===== src/rtl/mem_access_initiator.sv =====
// Core-side initiator for the shared-DRAM memory control unit: latches a 1-4 core batch, sequences the
// per-slot read/write commands, captures read data and pulses done. Optional counter: MEM_ACCESS_COUNT_EN.
module mem_access_initiator #(
    parameter int ADDR_W    = 16,
    parameter int DATA_W    = 8,
    parameter int MAX_CORES = 4
) (
    input  logic              i_clk,
    input  logic              i_rst_n,
    input  logic              i_start,
    input  logic              i_we,
    input  logic [2:0]        i_noc,
    input  logic [ADDR_W-1:0] i_addr1,
    input  logic [ADDR_W-1:0] i_addr2,
    input  logic [ADDR_W-1:0] i_addr3,
    input  logic [ADDR_W-1:0] i_addr4,
    input  logic [DATA_W-1:0] i_wdata1,
    input  logic [DATA_W-1:0] i_wdata2,
    input  logic [DATA_W-1:0] i_wdata3,
    input  logic [DATA_W-1:0] i_wdata4,
    output logic              o_busy,
    output logic              o_done,
    output logic [DATA_W-1:0] o_rdata1,
    output logic [DATA_W-1:0] o_rdata2,
    output logic [DATA_W-1:0] o_rdata3,
    output logic [DATA_W-1:0] o_rdata4,
    output logic [1:0]        o_read,
    output logic [1:0]        o_write,
    output logic [2:0]        o_noc,
    output logic [ADDR_W-1:0] o_ar1,
    output logic [ADDR_W-1:0] o_ar2,
    output logic [ADDR_W-1:0] o_ar3,
    output logic [ADDR_W-1:0] o_ar4,
    output logic [DATA_W-1:0] o_dw1,
    output logic [DATA_W-1:0] o_dw2,
    output logic [DATA_W-1:0] o_dw3,
    output logic [DATA_W-1:0] o_dw4,
    input  logic [DATA_W-1:0] i_dr1,
    input  logic [DATA_W-1:0] i_dr2,
    input  logic [DATA_W-1:0] i_dr3,
    input  logic [DATA_W-1:0] i_dr4
`ifdef MEM_ACCESS_COUNT_EN
    ,
    input  logic              i_count_clr,
    output logic [15:0]       o_access_count
`endif
);

    typedef enum logic [1:0] {S_IDLE, S_ISSUE, S_CAPTURE, S_DONE} state_t;

    state_t                               state_q, state_d;
    logic [1:0]                           slot_q, slot_d;
    logic [2:0]                           n_q, n_d;
    logic                                 we_q, we_d;
    logic [MAX_CORES-1:0][ADDR_W-1:0]     ar_q, ar_d;
    logic [MAX_CORES-1:0][DATA_W-1:0]     dw_q, dw_d;
    logic [MAX_CORES-1:0][DATA_W-1:0]     rdata_q, rdata_d;

    logic [MAX_CORES-1:0][ADDR_W-1:0]     addr_in;
    logic [MAX_CORES-1:0][DATA_W-1:0]     wdata_in;
    logic [MAX_CORES-1:0][DATA_W-1:0]     dr_in;
    logic [2:0]                           n_clamp;
    logic [1:0]                           cmd;
    logic                                 busy, done;
    logic [1:0]                           rd_cmd, wr_cmd;

    // Index 0 is core 1 throughout.
    assign addr_in  = {i_addr4, i_addr3, i_addr2, i_addr1};
    assign wdata_in = {i_wdata4, i_wdata3, i_wdata2, i_wdata1};
    assign dr_in    = {i_dr4, i_dr3, i_dr2, i_dr1};
    assign n_clamp  = (i_noc > 3'd4) ? 3'd4 : i_noc;
    assign cmd      = {slot_q == 2'd0, 1'b1};

    always_comb begin
        state_d = state_q;
        slot_d  = slot_q;
        n_d     = n_q;
        we_d    = we_q;
        ar_d    = ar_q;
        dw_d    = dw_q;
        rdata_d = rdata_q;
        busy    = 1'b0;
        done    = 1'b0;
        rd_cmd  = 2'b00;
        wr_cmd  = 2'b00;
        case (state_q)
            S_IDLE: begin
                if (i_start && (i_noc != 3'd0)) begin
                    state_d = S_ISSUE;
                    slot_d  = 2'd0;
                    we_d    = i_we;
                    n_d     = n_clamp;
                    for (int i = 0; i < MAX_CORES; i++) begin
                        ar_d[i] = (3'(i) < n_clamp) ? addr_in[i]  : '0;
                        dw_d[i] = (3'(i) < n_clamp) ? wdata_in[i] : '0;
                    end
                end
            end
            S_ISSUE: begin
                busy = 1'b1;
                if (we_q) wr_cmd = cmd;
                else      rd_cmd = cmd;
                if ({1'b0, slot_q} == n_q - 3'd1) state_d = S_CAPTURE;
                else                              slot_d  = slot_q + 2'd1;
            end
            S_CAPTURE: begin
                busy = 1'b1;
                // Unit read data has settled by now; only active slots are overwritten.
                if (!we_q) begin
                    for (int i = 0; i < MAX_CORES; i++)
                        if (3'(i) < n_q) rdata_d[i] = dr_in[i];
                end
                state_d = S_DONE;
            end
            S_DONE: begin
                done    = 1'b1;
                state_d = S_IDLE;
            end
            default: state_d = S_IDLE;
        endcase
    end

    always_ff @(posedge i_clk or negedge i_rst_n) begin
        if (!i_rst_n) begin
            state_q <= S_IDLE;
            slot_q  <= '0;
            n_q     <= '0;
            we_q    <= 1'b0;
            ar_q    <= '0;
            dw_q    <= '0;
            rdata_q <= '0;
        end else begin
            state_q <= state_d;
            slot_q  <= slot_d;
            n_q     <= n_d;
            we_q    <= we_d;
            ar_q    <= ar_d;
            dw_q    <= dw_d;
            rdata_q <= rdata_d;
        end
    end

`ifdef MEM_ACCESS_COUNT_EN
    logic [15:0] cnt_q, cnt_d;

    always_comb begin
        cnt_d = cnt_q;
        if (i_count_clr)                                cnt_d = 16'd0;
        else if (state_q == S_DONE && cnt_q != 16'hFFFF) cnt_d = cnt_q + 16'd1;
    end

    always_ff @(posedge i_clk or negedge i_rst_n) begin
        if (!i_rst_n) cnt_q <= 16'd0;
        else          cnt_q <= cnt_d;
    end

    assign o_access_count = cnt_q;
`endif

    assign o_busy   = busy;
    assign o_done   = done;
    assign o_read   = rd_cmd;
    assign o_write  = wr_cmd;
    assign o_noc    = n_q;
    assign o_ar1    = ar_q[0];
    assign o_ar2    = ar_q[1];
    assign o_ar3    = ar_q[2];
    assign o_ar4    = ar_q[3];
    assign o_dw1    = dw_q[0];
    assign o_dw2    = dw_q[1];
    assign o_dw3    = dw_q[2];
    assign o_dw4    = dw_q[3];
    assign o_rdata1 = rdata_q[0];
    assign o_rdata2 = rdata_q[1];
    assign o_rdata3 = rdata_q[2];
    assign o_rdata4 = rdata_q[3];

endmodule


===== config.mk =====
export PLATFORM = sky130hd
export DESIGN_NAME = mem_access_initiator
export DESIGN_NICKNAME = d
export VERILOG_FILES = /design/src/rtl/mem_access_initiator.sv
export SDC_FILE = /design/constraint.sdc
export NUM_CORES = 1
export LEC_CHECK = 0
export BUFFER_PORTS_ARGS = -buffer_cell sky130_fd_sc_hd__buf_2
export CELL_PAD_IN_SITES_DETAIL_PLACEMENT = 1
export CELL_PAD_IN_SITES_GLOBAL_PLACEMENT = 1
export CORE_MARGIN = 4
export CORE_UTILIZATION = 37
export CTS_CLUSTER_SIZE = 25
export DETAILED_ROUTE_END_ITERATION = 8
export HOLD_SLACK_MARGIN = 0.03
export PLACE_DENSITY = 0.85
export SYNTH_ARGS = -nofsm -noshare
export SYNTH_HDL_FRONTEND = slang
export SYNTH_SLANG_ARGS = --single-unit

===== constraint.sdc =====
create_clock -name i_clk -period 3.7 [get_ports i_clk]
set_input_delay 0.925 -clock i_clk [delete_from_list [all_inputs] [get_ports i_clk]]
set_output_delay 0.925 -clock i_clk [all_outputs]
set_load 0.05 [all_outputs]

# --- Word-level counts from Yosys, hierarchy flattened ---
# Index checks and enable logic that the tools add are counted.
totals:
  register_bits: 136
  output_inout_bits: 137
  word_cells: 69
  inputBits: 135
classes:
  add_sub_neg: 2
  order_cmp: 9
  n_mux: 21
  n_reduce_logical: 13
  n_bitwise: 1
  n_eq_ne: 7
ops:
  columns: ["op", "count"]
  rows:
  - ["2-to-1 mux 16 bit", 4]
  - ["2-to-1 mux 8 bit", 4]
  - ["2-to-1 mux 2 bit", 8]
  - ["AND reduction 3 bit", 5]
  - ["< comparator 1 x 3 -> 1 bit, first input constant", 4]
  - ["< comparator 2 x 3 -> 1 bit, first input constant", 4]
  - ["one-hot mux 2 bit (4 select lines)", 1]
  - ["inequality test 2 bit, second input constant", 3]
  - ["equality test 2 bit, second input constant", 2]
  - ["logical NOT 2 bit", 2]
  - ["one-hot mux 2 bit (2 select lines)", 1]
  - ["AND reduction 2 bit", 2]
  - ["equality test 2 x 3 -> 1 bit", 1]
  - ["greater-than comparator 3 bit, second input constant", 1]
  - ["2-to-1 mux 3 bit", 1]
  - ["nonzero test 3 bit", 1]
  - ["subtractor 3 x 1 -> 3 bit, second input constant", 1]
  - ["adder 2 x 1 -> 2 bit, second input constant", 1]
  - ["equality test 2 x 1 -> 1 bit, second input constant", 1]
  - ["2-to-1 mux 1 bit", 2]
  - ["nonzero test 2 bit", 1]
  - ["OR reduction 2 bit", 1]
  - ["logical AND 1 bit", 1]
  - ["NOT 1 bit", 1]

# --- Logic depth before layout (Yosys ltp) ---
logic_depth:
  depth_word: 4
  ltp_mapped: 8
  mapped_depth_nobuf: 6

# --- Least setup slack after synthesis ---
# Ideal clock, no wire load.
synth_path:
  path_kind: "register to output"
  start: "register state_q[1]"
  end: "output o_read[0]"
  t_required_ns: 2.775
  slack_ns: 1.302
  t_arrival_ns: 1.473
  n_path_buf: 0
  path_stages_with_launch: 5
  path_cell_list: "dfrtp_1 inv_1 ha_1 inv_1 nor2_1"
synth_via:
  elab_chain_len: 2
synth_rtl:
  columns: ["item", "line_no", "text"]
  rows:
  - ["from (decl)", "51", "state_t state_q, state_d;"]
  - ["from (signal assigned)", "133", "state_q <= state_d;"]
  - ["equality test 2 x 1 -> 1 bit", "86", "case (state_q)"]
  - ["2-to-1 mux 2 bit", "86", null]
  - ["to (decl)", "27", "output logic [1:0] o_read,"]
# Every way passes these cells.

# --- Worst setup path after layout ---
# Same ends and word-level chain as after synthesis.

==> metrics.md <==
| Metric | Value |
|---|---|
| DP Wirelength | 12840 um |
| CTS tree | yes |
| Reg power frac | 44.5% |
| Crit-path max FO | 8 |
| First-pass GRT wire length | 26460 um |
| Worst stage delay on the critical path | 0.41 ns |
| Mapped Nets | 634 |
| DRC Markers | 0 |
| Filler cells | 1696 |
| CORE AREA | 14590 sq um |
| Initial antenna violation count | 2 |
| Clock power share | 50.3% |
| DR WL/cell | 17.85 um |
| Sequential fraction of the synthesis area | 61.51% |
| Hold Buf Count CTS | 0 |
| Max-slew violations | 0 |
| Largest net degree at the start of global routing | 121 |
| Placed Instances | 929 |
| Yosys Warn Count | 0 |
| Setup Fix Bufs, Post-CTS | 0 |
| Worst Tran Pin Value | 1.090 ns |
| Crit. End Element | primary output |
| Sw Ratio | 21.49% |
| Remaining Overflow, GRT | 0 |
| Yosys cell types | 35 |
| Routed vias | 4703 |
| Root buffer selected by CTS | clkbuf_16 |
| Fin crit period | 2.732 ns |
| Top Family by Delay on Critical Path | buffers and inverters |
| Clk_skew | 0.006439 ns |
| Die X | 130.3 um |
| Min-Delay Path Class | reg -> reg |
| Most frequent CP cell | inv_1 |
| P&R area growth vs syn | 37.52% |
| Proportion of layout cells with a drive suffix above 1 | 48.00% |
| CTS sink cnt | 136 |
| Most common cell after layout, fill and taps aside | buf_2 |
| Mapped Area | 5533 sq um |
| Final worst setup slack | 0.9682 ns |
| Avg Inst Size Synth | 11.25 sq um |
| IO Port Bufs | 271 |
| Final worst-path cycle share | 73.83% |
| Commonest cells after routing, fill and taps aside | buf_2 (270), nand2_1 (147), dfrtp_1 (136) |
| Post_cts resized | 0 |
| Crit start category | flip-flop |
| Num rows | 44 |
| Internal Power | 2634 uW |
| RSZ-0062 raised after global routing | false |
| Die Footprint | 16970 sq um |
| Final TNS setup | 0 ns |
| Top-Level Pins | 272 |
| Endpoints failing setup | 0 |
| Clk_lat worst skew | 0.41 ns |
| Leakage | 0.004323 uW |
| Fmax | 366.1 MHz |
| Die height | 130.3 um |
| Antenna-violating nets left | 0 |
| Outcome | finished, final reports clean |
| Clock Path Buffers | 2 |
| Rel. slew slack | 27.33% |
| Starting density of the core | 37.92% |
| WP buf/inv | 3 |
| Final nets | 906 |
| Vias per cell | 4.899 |
| Critical-path cell list | inv_1 > ha_1 > inv_1 > nor2_1 > buf_2 |
| Fin util | 52.15% |
| Post-Synthesis Cells | 492 |
| Post-synthesis register bit count | 136 |
| Max-cap violations | 0 |
| Crit path kind | reg -> out |
| Drt pass-1 iters | 5 |
| Number of CTS-inserted buffers | 17 |
| Clk slew on worst S/H paths | 0.06 ns |
| H-tree levels | 4 |
| Vias in the first global route | 5220 |
| P_sw | 721.1 uW |
| Pre-CTS setup slack | 1.004 ns |
| Critical path data required time | 2.77 ns |
| Total GRT Usage | 20.28% |
| Fin cells | 960 |
| DR iter-0 viols | 181 |
| Gp weighted congestion | 0.8272 |
| CP Data Arrival Time | 1.81 ns |
| Max stage delay cell, worst path | dfrtp_1 |
| Combinational power share | 5.2% |
| Hold Vio Cnt, Final | 0 |
| Power density over the cells | 441.0 nW/um^2 |
| Routed WL | 17140 um |
| VDD IR max | 273.0 uV |
[Yosys cell counts, drive strengths merged]
library cell	n	area, sq um
nand2	147	551.8
clkbuf	12	50.05
and3	1	6.260
xor2	2	17.52
mux2	59	664.4
o21ai	75	375.4
buf	15	148.9
nand2b	3	18.77
and2	2	12.51
ha	7	87.58
nor3	1	5.000
o311ai	1	8.760
dfrtp	136	3403
inv	7	26.28
a21o	1	7.510
nand3	2	10.01
nor2	8	35.03
or2	1	6.260
nand4b	1	8.760
xnor2	1	8.760
a22oi	1	7.510
nand3b	1	7.510
a2bb2oi	1	8.760
a21oi	3	18.77
mux2i	1	10.01
o211ai	2	20.02
o31ai	1	7.510
[per-stage QoR]
| stage | total power, uW | hold slack [ns] | instance area (sq um) |
|---|---|---|---|
| floorplan | 1573 | 0.5308 | 5533 |
| global placement | 1688 | 0.4576 | 7015 |
| detailed placement | 1697 | 0.4648 | 7015 |
| CTS | 3396 | 0.4777 | 7606 |
| global route | 3481 | 0.5069 | 7606 |
| finish | 3355 | 0.4746 | 7609 |
[cells by family (layout without fill, tap and decap cells)]
| family | after synthesis | count (layout) | share of synthesized area [%] |
|---|---|---|---|
| compound gates | 85 | 85 | 8.209 |
| xor+xnor | 3 | 3 | 0.4750 |
| fa+ha+maj | 7 | 7 | 1.583 |
| buf+inv | 34 | 317 | 4.071 |
| flops | 136 | 136 | 61.51 |
| mux | 60 | 60 | 12.19 |
| other cells | 0 | 1 | 0 |
| simple gates | 167 | 167 | 11.96 |
[per-layer routing]
layer / share of wire, % / global-route usage (%) / vias to the layer above
met5: 0.12 / 0 / -
met4: 2.9 / 9.230 / 4
met3: 9.2 / 7.286 / 35
met2: 51 / 35.30 / 208
met1: 37 / 22.10 / 2281
li1: - / - / 2175
[registers in the layout, summed over array words and instances (netlist names), 16 cells and up]
register,flops
o_ar4,16
o_ar3,16
o_ar1,16
o_ar2,16
[worst reg2reg max path, delay by kind of cell, from the launching register on]
kind | cells | cell delay (ns)
AOI/OAI and AO/OA | 1 | 0.31
xor gates and xnor gates | 1 | 0.18
adders and majority gates | 1 | 0.32
buffers and inverters | 1 | 0.11
DFF | 1 | 0.42
muxes | 1 | 0.36
and+or+nand+nor | 1 | 0.22
[worst paths after layout]
check / from / end / slack (ns) / depth (start not counted)
worst min-delay path: o_ar3[3]$_DFFE_PN0P_ / o_ar3[3]$_DFFE_PN0P_ / 0.47 / 2
worst max-delay path: state_q[1]$_DFFE_PN0P_ / o_read[0] / 0.97 / 5
worst max register to register: o_noc[0]$_DFFE_PN0P_ / state_q[1]$_DFFE_PN0P_ / 1.67 / 6
max in group asynchronous: i_rst_n / o_ar1[5]$_DFFE_PN0P_ / 2.22 / 2
min in group asynchronous: i_rst_n / o_dw4[4]$_DFFE_PN0P_ / 0.70 / 1
worst min register to register: o_ar3[3]$_DFFE_PN0P_ / o_ar3[3]$_DFFE_PN0P_ / 0.47 / 2
[power by group through the flow]
| stage | logic, uW | registers (uW) | clock network [uW] |
|---|---|---|---|
| detailed placement | 176 | 1520 | 0 |
| floorplan | 35.3 | 1540 | 0 |
| global placement | 168 | 1520 | 0 |
| CTS | 177 | 1490 | 1720 |
| global route | 194 | 1490 | 1790 |
| finish | 173 | 1490 | 1690 |
[final cells by class]
cell class	count	area (sq um)	area share, %
clock inverters	7	92.59	1.217
flip-flops and latches	136	3403	44.73
diodes	1	2.502	0.03289
clock buffers	23	498.0	6.545
repair buffers	280	1443	18.96
well taps	184	230.2	3.026
inverters	7	26.28	0.3453
multi-input cells	322	1913	25.14
Note: power is estimated with default switching activity, not from simulation.
